## src/rtl/writeback_unit.sv

```systemverilog
// writeback_unit: arbitrates ALU results and buffered load results onto the
// single register-file write port. Tracks loads in flight with a pending-bit
// scoreboard so decode can stall on a load-use hazard.
//
// Handshake: a result on either input is accepted on a rising edge where its
// valid and the matching ready are both high. Ready depends only on the
// registered buffer occupancy, never on the valid inputs.
module writeback_unit #(
    parameter int ADDRESS_WIDTH = 5,
    parameter int DATA_WIDTH    = 32,
    parameter int DEPTH         = 4
) (
    input  logic                     clk,
    input  logic                     rst_n,
    input  logic                     alu_valid_i,
    input  logic [ADDRESS_WIDTH-1:0] alu_rd_i,
    input  logic [DATA_WIDTH-1:0]    alu_data_i,
    output logic                     alu_ready_o,
    input  logic                     ld_issue_i,
    input  logic [ADDRESS_WIDTH-1:0] ld_issue_rd_i,
    input  logic                     ld_valid_i,
    input  logic [ADDRESS_WIDTH-1:0] ld_rd_i,
    input  logic [DATA_WIDTH-1:0]    ld_data_i,
    output logic                     ld_ready_o,
    input  logic [ADDRESS_WIDTH-1:0] rs1_i,
    input  logic [ADDRESS_WIDTH-1:0] rs2_i,
    input  logic [ADDRESS_WIDTH-1:0] rd_i,
    output logic                     stall_o,
    output logic                     WE3_o,
    output logic [ADDRESS_WIDTH-1:0] AD3_o,
    output logic [DATA_WIDTH-1:0]    WD3_o,
    output logic                     idle_o
);

    localparam int NREG = 2 ** ADDRESS_WIDTH;
    localparam int PW   = $clog2(DEPTH);
    localparam logic [PW:0] FULL_CNT = (PW + 1)'(DEPTH);

    // Load-result buffer storage and bookkeeping
    logic [ADDRESS_WIDTH-1:0] rd_mem   [DEPTH];
    logic [DATA_WIDTH-1:0]    data_mem [DEPTH];
    logic [PW-1:0]            wr_ptr;
    logic [PW-1:0]            rd_ptr;
    logic [PW:0]              count;
    logic                     full;
    logic                     empty;
    logic                     push;
    logic                     pop;

    // Write-port selection
    logic                     sel_valid;
    logic [ADDRESS_WIDTH-1:0] sel_rd;
    logic [DATA_WIDTH-1:0]    sel_data;

    // Registered write port; src_fifo_q marks writes that retire a load
    logic                     we_q;
    logic [ADDRESS_WIDTH-1:0] ad_q;
    logic [DATA_WIDTH-1:0]    wd_q;
    logic                     src_fifo_q;

    logic [NREG-1:0]          pending;
    logic [NREG-1:0]          pending_nxt;

    assign full        = (count == FULL_CNT);
    assign empty       = (count == '0);
    assign alu_ready_o = !full;
    assign ld_ready_o  = !full;
    assign push        = ld_valid_i && !full;

    // Arbitration: a full buffer must drain first, otherwise the ALU has priority
    always_comb begin
        pop       = 1'b0;
        sel_valid = 1'b0;
        sel_rd    = '0;
        sel_data  = '0;
        if (full) begin
            pop       = 1'b1;
            sel_valid = 1'b1;
            sel_rd    = rd_mem[rd_ptr];
            sel_data  = data_mem[rd_ptr];
        end else if (alu_valid_i) begin
            sel_valid = 1'b1;
            sel_rd    = alu_rd_i;
            sel_data  = alu_data_i;
        end else if (!empty) begin
            pop       = 1'b1;
            sel_valid = 1'b1;
            sel_rd    = rd_mem[rd_ptr];
            sel_data  = data_mem[rd_ptr];
        end
    end

    // Buffer storage is not reset; occupancy alone decides which entries are live
    always_ff @(posedge clk) begin
        if (push) begin
            rd_mem[wr_ptr]   <= ld_rd_i;
            data_mem[wr_ptr] <= ld_data_i;
        end
    end

    // Buffer pointers and occupancy; simultaneous push and pop leave count unchanged
    always_ff @(posedge clk or negedge rst_n) begin
        if (!rst_n) begin
            wr_ptr <= '0;
            rd_ptr <= '0;
            count  <= '0;
        end else begin
            if (push) wr_ptr <= wr_ptr + 1'b1;
            if (pop)  rd_ptr <= rd_ptr + 1'b1;
            case ({push, pop})
                2'b10:   count <= count + 1'b1;
                2'b01:   count <= count - 1'b1;
                default: count <= count;
            endcase
        end
    end

    // Register the selected write; x0 results are consumed without touching the port
    always_ff @(posedge clk or negedge rst_n) begin
        if (!rst_n) begin
            we_q       <= 1'b0;
            ad_q       <= '0;
            wd_q       <= '0;
            src_fifo_q <= 1'b0;
        end else begin
            we_q       <= sel_valid && (sel_rd != '0);
            src_fifo_q <= pop && (sel_rd != '0);
            if (sel_valid && (sel_rd != '0)) begin
                ad_q <= sel_rd;
                wd_q <= sel_data;
            end
        end
    end

    // Scoreboard update: clear on a load write-back, then set so a new issue wins
    always_comb begin
        pending_nxt = pending;
        if (we_q && src_fifo_q) pending_nxt[ad_q] = 1'b0;
        if (ld_issue_i && (ld_issue_rd_i != '0)) pending_nxt[ld_issue_rd_i] = 1'b1;
        pending_nxt[0] = 1'b0;
    end

    // Scoreboard register
    always_ff @(posedge clk or negedge rst_n) begin
        if (!rst_n) pending <= '0;
        else        pending <= pending_nxt;
    end

    assign stall_o = pending[rs1_i] | pending[rs2_i] | pending[rd_i];
    assign idle_o  = empty && (pending == '0) && !we_q;
    assign WE3_o   = we_q;
    assign AD3_o   = ad_q;
    assign WD3_o   = wd_q;

endmodule

```

## config.mk

```make
export PLATFORM = sky130hd
export DESIGN_NAME = writeback_unit
export DESIGN_NICKNAME = d
export VERILOG_FILES = /design/src/rtl/writeback_unit.sv
export SDC_FILE = /design/constraint.sdc
export NUM_CORES = 1
export LEC_CHECK = 0
export CAP_MARGIN = 20
export CORE_MARGIN = 2
export CORE_UTILIZATION = 50
export CTS_BUF_LIST = sky130_fd_sc_hd__clkbuf_16
export CTS_CLUSTER_DIAMETER = 80
export DETAILED_ROUTE_END_ITERATION = 10
export PLACE_DENSITY_LB_ADDON = 0.05
export SLEW_MARGIN = 0
export SYNTH_ARGS = -nofsm -noshare
export SYNTH_HDL_FRONTEND = slang
export SYNTH_SLANG_ARGS = --single-unit
export TNS_END_PERCENT = 30
```

## constraint.sdc

```tcl
create_clock -name clk -period 10.9 [get_ports clk]
set_input_delay 3.27 -clock clk [delete_from_list [all_inputs] [get_ports clk]]
set_output_delay 3.27 -clock clk [all_outputs]
set_load 0.05 [all_outputs]
```

* Yosys cells after proc, flatten, opt, wreduce, memory -nomap -nowiden
Memory sizes are Yosys's and may differ from the RTL's.
Cells that the tools add are included.
** Cells by class
- Add/subtract/negate cells :: 4
- Order comparisons :: 7
- Equal/unequal tests :: 3
- Mux-type cells :: 26
- Bitwise logic cells :: 5
- Reduce and logical (&&, ||, !) cells :: 16
** Operators with widths (number)
- two-way mux 32 bit :: 5
- AND 32 bit :: 1
- zero test 32 bit :: 1
- NOT 32 bit :: 1
- OR 32 bit :: 1
- less-than comparator 5 x 6 -> 1 bit (second input constant) :: 5
- binary-select mux 1 bit (select 5 bit) :: 3
- two-way mux 5 bit :: 3
- two-way mux 1 bit :: 12
- demux 1 bit (select 5 bit) :: 2
- >= comparator 5 x 1 -> 1 bit (second input constant) :: 2
- nonzero test 5 bit :: 2
- logical AND 1 bit :: 9
- one-hot mux 3 bit (2 select lines) :: 1
- adder 2 x 1 -> 2 bit (second input constant) :: 2
- adder 3 x 1 -> 3 bit (second input constant) :: 1
- == test 3 bit (second input constant) :: 1
- zero test 3 bit :: 1
- subtractor 3 x 1 -> 3 bit (second input constant) :: 1
- == test 2 x 1 -> 1 bit (second input constant) :: 1
- == test 2 bit (second input constant) :: 1
- zero test 1 bit :: 2
- OR 1 bit :: 2
- nonzero test 2 bit :: 1
** Storage, ports and cells
- Bits in registers :: 77
- RAM bits :: 148
- Output and inout port bits :: 42
- Word-level logic and storage cells :: 71
- Memories :: 2
** Memory list
- data_mem :: depth 4, width 32, rd ports 1, clocked after memory_dff 0, wr ports 1, RTL line 41 : logic [DATA_WIDTH-1:0] data_mem [DEPTH];
- rd_mem :: depth 4, width 5, rd ports 1, clocked after memory_dff 0, wr ports 1, RTL line 40 : logic [ADDRESS_WIDTH-1:0] rd_mem [DEPTH];

* Longest topological paths before layout
Gate-level depths: netlist of run 1.
- Word-level depth :: 9
- Gate-level depth with buffers :: 10
- Depth with buffers taken out :: 8

* Worst setup path before layout of run 1
No wires, ideal clock.
- Path type :: input-to-output
- Start point :: input rs2_i[0]
- End point :: output stall_o
- Data arrival time :: 5.191 ns
- Setup slack :: 2.439 ns
- Stages :: 5
- Cell sequence :: clkbuf_1 > mux4_2 > mux4_2 > mux2i_1 > nand3_1
** On the way
- Word-level cells in the longest chain between the ends :: 4
** RTL lines
- start, declared :: RTL line 26 : input logic [ADDRESS_WIDTH-1:0] rs2_i,
- binary-select mux 1 bit (select 5 bit) :: RTL line 149 : assign stall_o = pending[rs1_i] | pending[rs2_i] | pending[rd_i];
- two-way mux 1 bit (not written as such) :: RTL line 149
- OR 1 bit (2 in series) :: RTL line 149
- end, declared :: RTL line 28 : output logic stall_o,
Every way passes these cells. The select of a mux whose other input is x is not followed.

* Worst setup path after layout of run 1
- Start point :: input rs1_i[0]
- End point :: output stall_o
** On the way
- Word-level cells in the longest chain between the ends :: 4
** RTL lines
- start, declared :: RTL line 25 : input logic [ADDRESS_WIDTH-1:0] rs1_i,
- binary-select mux 1 bit (select 5 bit) :: RTL line 149
- two-way mux 1 bit (not written as such) :: RTL line 149
- OR 1 bit (2 in series) :: RTL line 149
Every way passes these cells. The select of a mux whose other input is x is not followed.

==> results of run 1 <==
[worst paths after layout]
path	start	to	depth (start not counted)
worst max-delay path	rs1_i[0]	stall_o	6
worst min-delay path	WD3_o[27]	WD3_o[27]	1
worst max register to register	rd_ptr[0]	WD3_o[30]	7
worst min register to register	WD3_o[27]	WD3_o[27]	1
max in group asynchronous	rst_n	WD3_o[10]	2
min in group asynchronous	rst_n	pending[14]	1
[critical path, stage by stage]
cell	delay, ns
clkdlybuf4s50_1	0.75
mux4_2	0.57
mux4_2	0.47
o22ai_1	0.19
nand3_1	0.10
clkdlybuf4s50_1	0.70
[metrics by stage]
| step | total power, W | cell area [um2] |
|---|---|---|
| floorplan | 0.002250 | 9677 |
| global placement | 0.002672 | 11300 |
| detailed placement | 0.002701 | 11300 |
| CTS | 0.003499 | 12080 |
| global route | 0.003647 | 12130 |
| finish | 0.003470 | 12130 |
[flip-flops by register name, summed over array words and instances, names as in the netlist]
register / cells
AD3_o: 5
WD3_o: 32
count: 3
rd_ptr: 2
src_fifo_q: 1
pending: 31
rd_mem: 20
data_mem: 128
wr_ptr: 2
WE3_o: 1
[power by group through the flow]
stage          combinational (W)  clock (W)  sequential (W)
2_1_floorplan           0.000701          0         0.00155
3_3_place_gp             0.00124          0         0.00143
3_5_place_dp             0.00127          0         0.00144
4_1_cts                  0.00127   0.000807         0.00142
5_1_grt                  0.00135   0.000843         0.00145
6_report                 0.00126   0.000790         0.00142
[final cells by class]
| cell class | count | area (um2) | share of cell area |
|---|---|---|---|
| inverters | 12 | 45.04 | 0.003714 |
| multi-input cells | 301 | 3132 | 0.2582 |
| clock inverters | 18 | 151.4 | 0.01248 |
| flip-flops and latches | 225 | 6374 | 0.5255 |
| clock buffers | 25 | 625.6 | 0.05158 |
| well taps | 260 | 325.3 | 0.02682 |
| repair buffers | 146 | 1476 | 0.1217 |
[kinds of logic after synthesis]
family | share of synthesized area
AND/OR/NAND/NOR | 0.03788
XOR/XNOR | 0.005432
flip-flops | 0.6584
AO/OA/AOI/OAI | 0.07745
buffers and inverters | 0.01888
multiplexers | 0.1934
adder cells (fa/ha/maj) | 0.008534
[layout by cell type, fill, tap and decap left out, drive strengths merged, types with 7 or more instances in the layout]
master,synthesis,final
nand3,13,13
nor2,9,9
dfrtp,77,77
mux2i,7,7
mux4,61,61
buf,11,7
nand2,10,10
edfxtp,148,148
mux2,37,37
clkdlybuf4s50,0,139
nor4,7,7
a22o,32,32
clkinv,0,7
o21ai,69,69
clkbuf,20,25
inv,12,20
[routing by layer]
metal | vias up | wire, um | track usage | share of wire
li1 | 2592 | - | - | -
met1 | 3014 | 8992 | 0.2891 | 0.41
met2 | 223 | 11300 | 0.3886 | 0.51
met3 | 39 | 1446 | 0.04393 | 0.065
met4 | 0 | 441 | 0.06149 | 0.020
met5 | - | 0 | 0 | 0
==> flow_summary.yaml, run 1 <==
synthesis:
  synthTopCellsByArea: "edfxtp_1 (46%), dfrtp_1 (20%), mux4_2 (14%)"
  synth_common_cells: "edfxtp_1 (148), dfrtp_1 (77), o21ai_0 (69)"
  ys_types: 41
  synth_fp_nets: 674
  synthesis.area_um2: 9677
  async_reset_ff_frac: 0.3422
  synth_edf_count: 148
  synth-seq-area-share: 0.6584
  yosysMostFrequentCell: "edfxtp_1"
  synth.top_cell.area_share: 0.4593
  ys.flop_type: "edfxtp_1"
  syn_inst: 569
  synth_area_leader_cell: "edfxtp_1"
  yosysWarnings: 0
  synth_seq_cells: 225
  syn_area_per_cell_um2: 17.01
placed_design:
  hpwl_mm: 14.13
  place_ws_ns: 1.561
  placed_cells: 942
  gp_congestion: 0.9290
  port_buffers: 140
worst_setup_path:
  cp.required_ns: 7.63
  crit_fanout: 8
  start_kind: "input pin"
  cp-end-kind: "output pin"
  reg2reg_slack_ns: 7.14
  critPathKind: "in -> out"
  cp.arrival_ns: 6.06
drt:
  routed_wl_mm: 22.18
  drc: 0
  dr.pass1.iters: 5
  drtAntennaViolNets: 0
  vias_per_cell: 5.945
  routed-via-count: 5868
  wire_per_inst_um: 22.47
  drt-initial-drc-count: 394
power:
  powerDensity_nw_per_um2: 286.1
  ir_drop_mv: 0.1880
  pwr-share-clk: 0.228
  p_sw_frac: 0.3538
  comb_power_share: 0.363
  power.share.sequential: 0.409
  netSwitchingPower_w: 0.001228
  p_leak_nw: 4.310
  internal-power_w: 0.002242
global_route:
  antenna_found_initial: 0
  grt_pass1_vias: 6265
  grt_start_max_net_pins: 78
  grt_first_pass_wirelength_mm: 34.61
  grt-ovfl-total: 0
  track_usage: 0.2237
clocking:
  path_clk_slew_ns: 0.06
  cts.sinks: 225
  clk_path_buf_depth: 3
  cts-root-buf: "clkbuf_16"
  htreeDepth: 1
  holdBufCountCts: 0
  clk_latency_ns: 0.50
  post_cts_buffers: 0
  cts_tree: "built"
  cts.repair.resized: 0
  numCtsBuffers: 24
sta:
  period_minus_slack_ns: 9.333
  slew-limit-headroom: 0.3166
  timing.final.hold_violations: 0
  period_share: 0.8562
  tns_ns: 0
  skew_ns: 0.01347
  tightest_slew_ns: 1.025
  drv_slew: 0
  grt_setup_unrepaired: "no"
  layout_setup_ws_ns: 1.568
  setup_violations: 0
  fin_hold_ws_ns: 0.5058
  fmax_ghz: 0.1072
die:
  die_w_um: 143.1
  initial_core_util: 0.5139
  io_pins: 141
  core_area_um2: 18830
  die_h_um: 143.1
  num_rows: 50
  dieArea_um2: 20480
finish:
  drive_gt1_frac: 0.2036
  diodes: 0
  area_growth_pct: 25.34
  final_cells: 987
  fillers: 1309
  utilization: 0.6441
  final_nets: 815
worst_hold_path:
  hp-class: "reg -> reg"
run_status:
  status: "finished clean"
run:
  cap_violations: 0
(Power assumes the default switching activity.)
==> run 2: changes to the inputs <==
--- a/config.mk
+++ b/config.mk
@@ -6,13 +6,12 @@
 export NUM_CORES = 1
 export LEC_CHECK = 0
 export CAP_MARGIN = 20
-export CORE_MARGIN = 2
+export CORE_MARGIN = 8
 export CORE_UTILIZATION = 50
 export CTS_BUF_LIST = sky130_fd_sc_hd__clkbuf_16
 export CTS_CLUSTER_DIAMETER = 80
 export DETAILED_ROUTE_END_ITERATION = 10
 export PLACE_DENSITY_LB_ADDON = 0.05
-export SLEW_MARGIN = 0
 export SYNTH_ARGS = -nofsm -noshare
 export SYNTH_HDL_FRONTEND = slang
 export SYNTH_SLANG_ARGS = --single-unit
==> flow_summary.yaml, run 2 (synthesis gave the netlist of run 1 again) <==
run_status:
  status: "finished clean"
sta:
  skew_ns: 0.007289
  period_minus_slack_ns: 9.305
  drv_slew: 0
  tightest_slew_ns: 1.063
  timing.final.hold_violations: 0
  fin_hold_ws_ns: 0.5063
  fmax_ghz: 0.1075
  slew-limit-headroom: 0.2912
  grt_setup_unrepaired: "no"
  tns_ns: 0
  period_share: 0.8536
  setup_violations: 0
clocking:
  htreeDepth: 1
  cts.sinks: 225
  cts-root-buf: "clkbuf_16"
  cts_tree: "built"
  path_clk_slew_ns: 0.06
  numCtsBuffers: 24
  clk_latency_ns: 0.51
  clk_path_buf_depth: 3
  holdBufCountCts: 0
  post_cts_buffers: 0
  cts.repair.resized: 0
worst_setup_path:
  crit_start: "rs1_i[0]"
  crit_fanout: 8
  cp.required_ns: 7.63
  start_kind: "input pin"
  cp.arrival_ns: 6.03
  endpoint: "stall_o"
  reg2reg_slack_ns: 6.78
  critPathKind: "in -> out"
  rr_startpoint: "rd_ptr[0]"
  cp-end-kind: "output pin"
  reg2regPathDepth: 7
  reg2reg_to: "WD3_o[28]"
finish:
  diodes: 0
  layout_common_cells: "edfxtp_1 (148), clkdlybuf4s50_1 (139), dfrtp_1 (75)"
  drive_gt1_frac: 0.2069
  largest_register_ffs: 128
  final_common_cell: "edfxtp_1"
  area_growth_pct: 24.95
  utilization: 0.6295
  top_register: "data_mem"
  final_nets: 812
die:
  core_area_um2: 19210
  io_pins: 141
  die_w_um: 155.1
  initial_core_util: 0.5038
  num_rows: 51
  dieArea_um2: 24060
  die_h_um: 155.1
drt:
  routed-via-count: 5834
  vias_per_cell: 5.893
  routed_wl_mm: 23.41
  drt-initial-drc-count: 325
  wire_per_inst_um: 23.65
  drc: 0
  drtAntennaViolNets: 0
  dr.pass1.iters: 4
power:
  total_power_w: 0.003479
  powerDensity_nw_per_um2: 287.7
  ir_drop_mv: 0.1786
  p_leak_nw: 4.269
global_route:
  track_usage: 0.1974
  grt_start_max_net_pins: 46
  antenna_found_initial: 1
  grt-ovfl-total: 0
  grt_pass1_vias: 6414
  grt_first_pass_wirelength_mm: 36.54
placed_design:
  hpwl_mm: 15.30
  port_buffers: 140
  gp_congestion: 0.8800
run:
  cap_violations: 0
worst_hold_path:
  hp-class: "reg -> reg"
-- run 2: cell types whose count changed in the layout (fill, tap and decap cells not counted), sizes merged --
cell      before  now
clkinv         7   13
inv           20   15
buf            7    4
clkbuf        25   24
clkinvlp       0    1
-- run 2: power breakdown --
part           leakage [nW]  internal, W  switching, W
sequential             2.23      0.00118      0.000249
combinational          1.64     0.000574      0.000677
clock                 0.399     0.000474      0.000324
-- run 2: worst min path at each step --
| stage | startpoint | endpoint | slack (ns) | cells past startpoint |
|---|---|---|---|---|
| 2_1_floorplan | count[2] | count[2] | 0.47 | 1 |
| 3_3_place_gp | WD3_o[14] | WD3_o[14] | 0.49 | 1 |
| 3_5_place_dp | WD3_o[16] | WD3_o[16] | 0.49 | 1 |
| 4_1_cts | WD3_o[16] | WD3_o[16] | 0.51 | 1 |
| 5_1_grt | WD3_o[14] | WD3_o[14] | 0.53 | 1 |
| 6_report | WD3_o[14] | WD3_o[14] | 0.51 | 1 |
-- run 2: routing by layer --
metal | vias to the layer above | share of wire | GRT usage
met1 | 2990 | 0.40 | 0.2429
met5 | - | 0.00038 | 0
met4 | 2 | 0.027 | 0.07140
li1 | 2580 | - | -
met3 | 54 | 0.067 | 0.04327
met2 | 208 | 0.50 | 0.3382
-- run 2: area by class of cell --
type                            instances  area (um2)
Clock buffer                           24       600.6
Clock inverter                         20       187.7
Fill cell                            1423        7116
Inverter                               12       45.04
Multi-Input combinational cell        301        3132
Sequential cell                       225        6374
Tap cell                              265       331.6
Timing Repair Buffer                  143        1421
-- run 2: critical path: stages --
cell,delay [ns]
clkdlybuf4s50_1,0.71
mux4_2,0.56
mux4_2,0.48
o22ai_1,0.21
nand3_1,0.10
clkdlybuf4s50_1,0.71
-- run 2: through the flow --
| step | worst slack [ns] | cells | area, um2 |
|---|---|---|---|
| after floorplan | 2.439 | 569 | 9677 |
| after global placement | 1.622 | 946 | 11300 |
| after detailed placement | 1.578 | 946 | 11300 |
| after CTS | 1.577 | 990 | 12090 |
| after global routing | 1.435 | 990 | 12090 |
| final | 1.595 | 990 | 12090 |
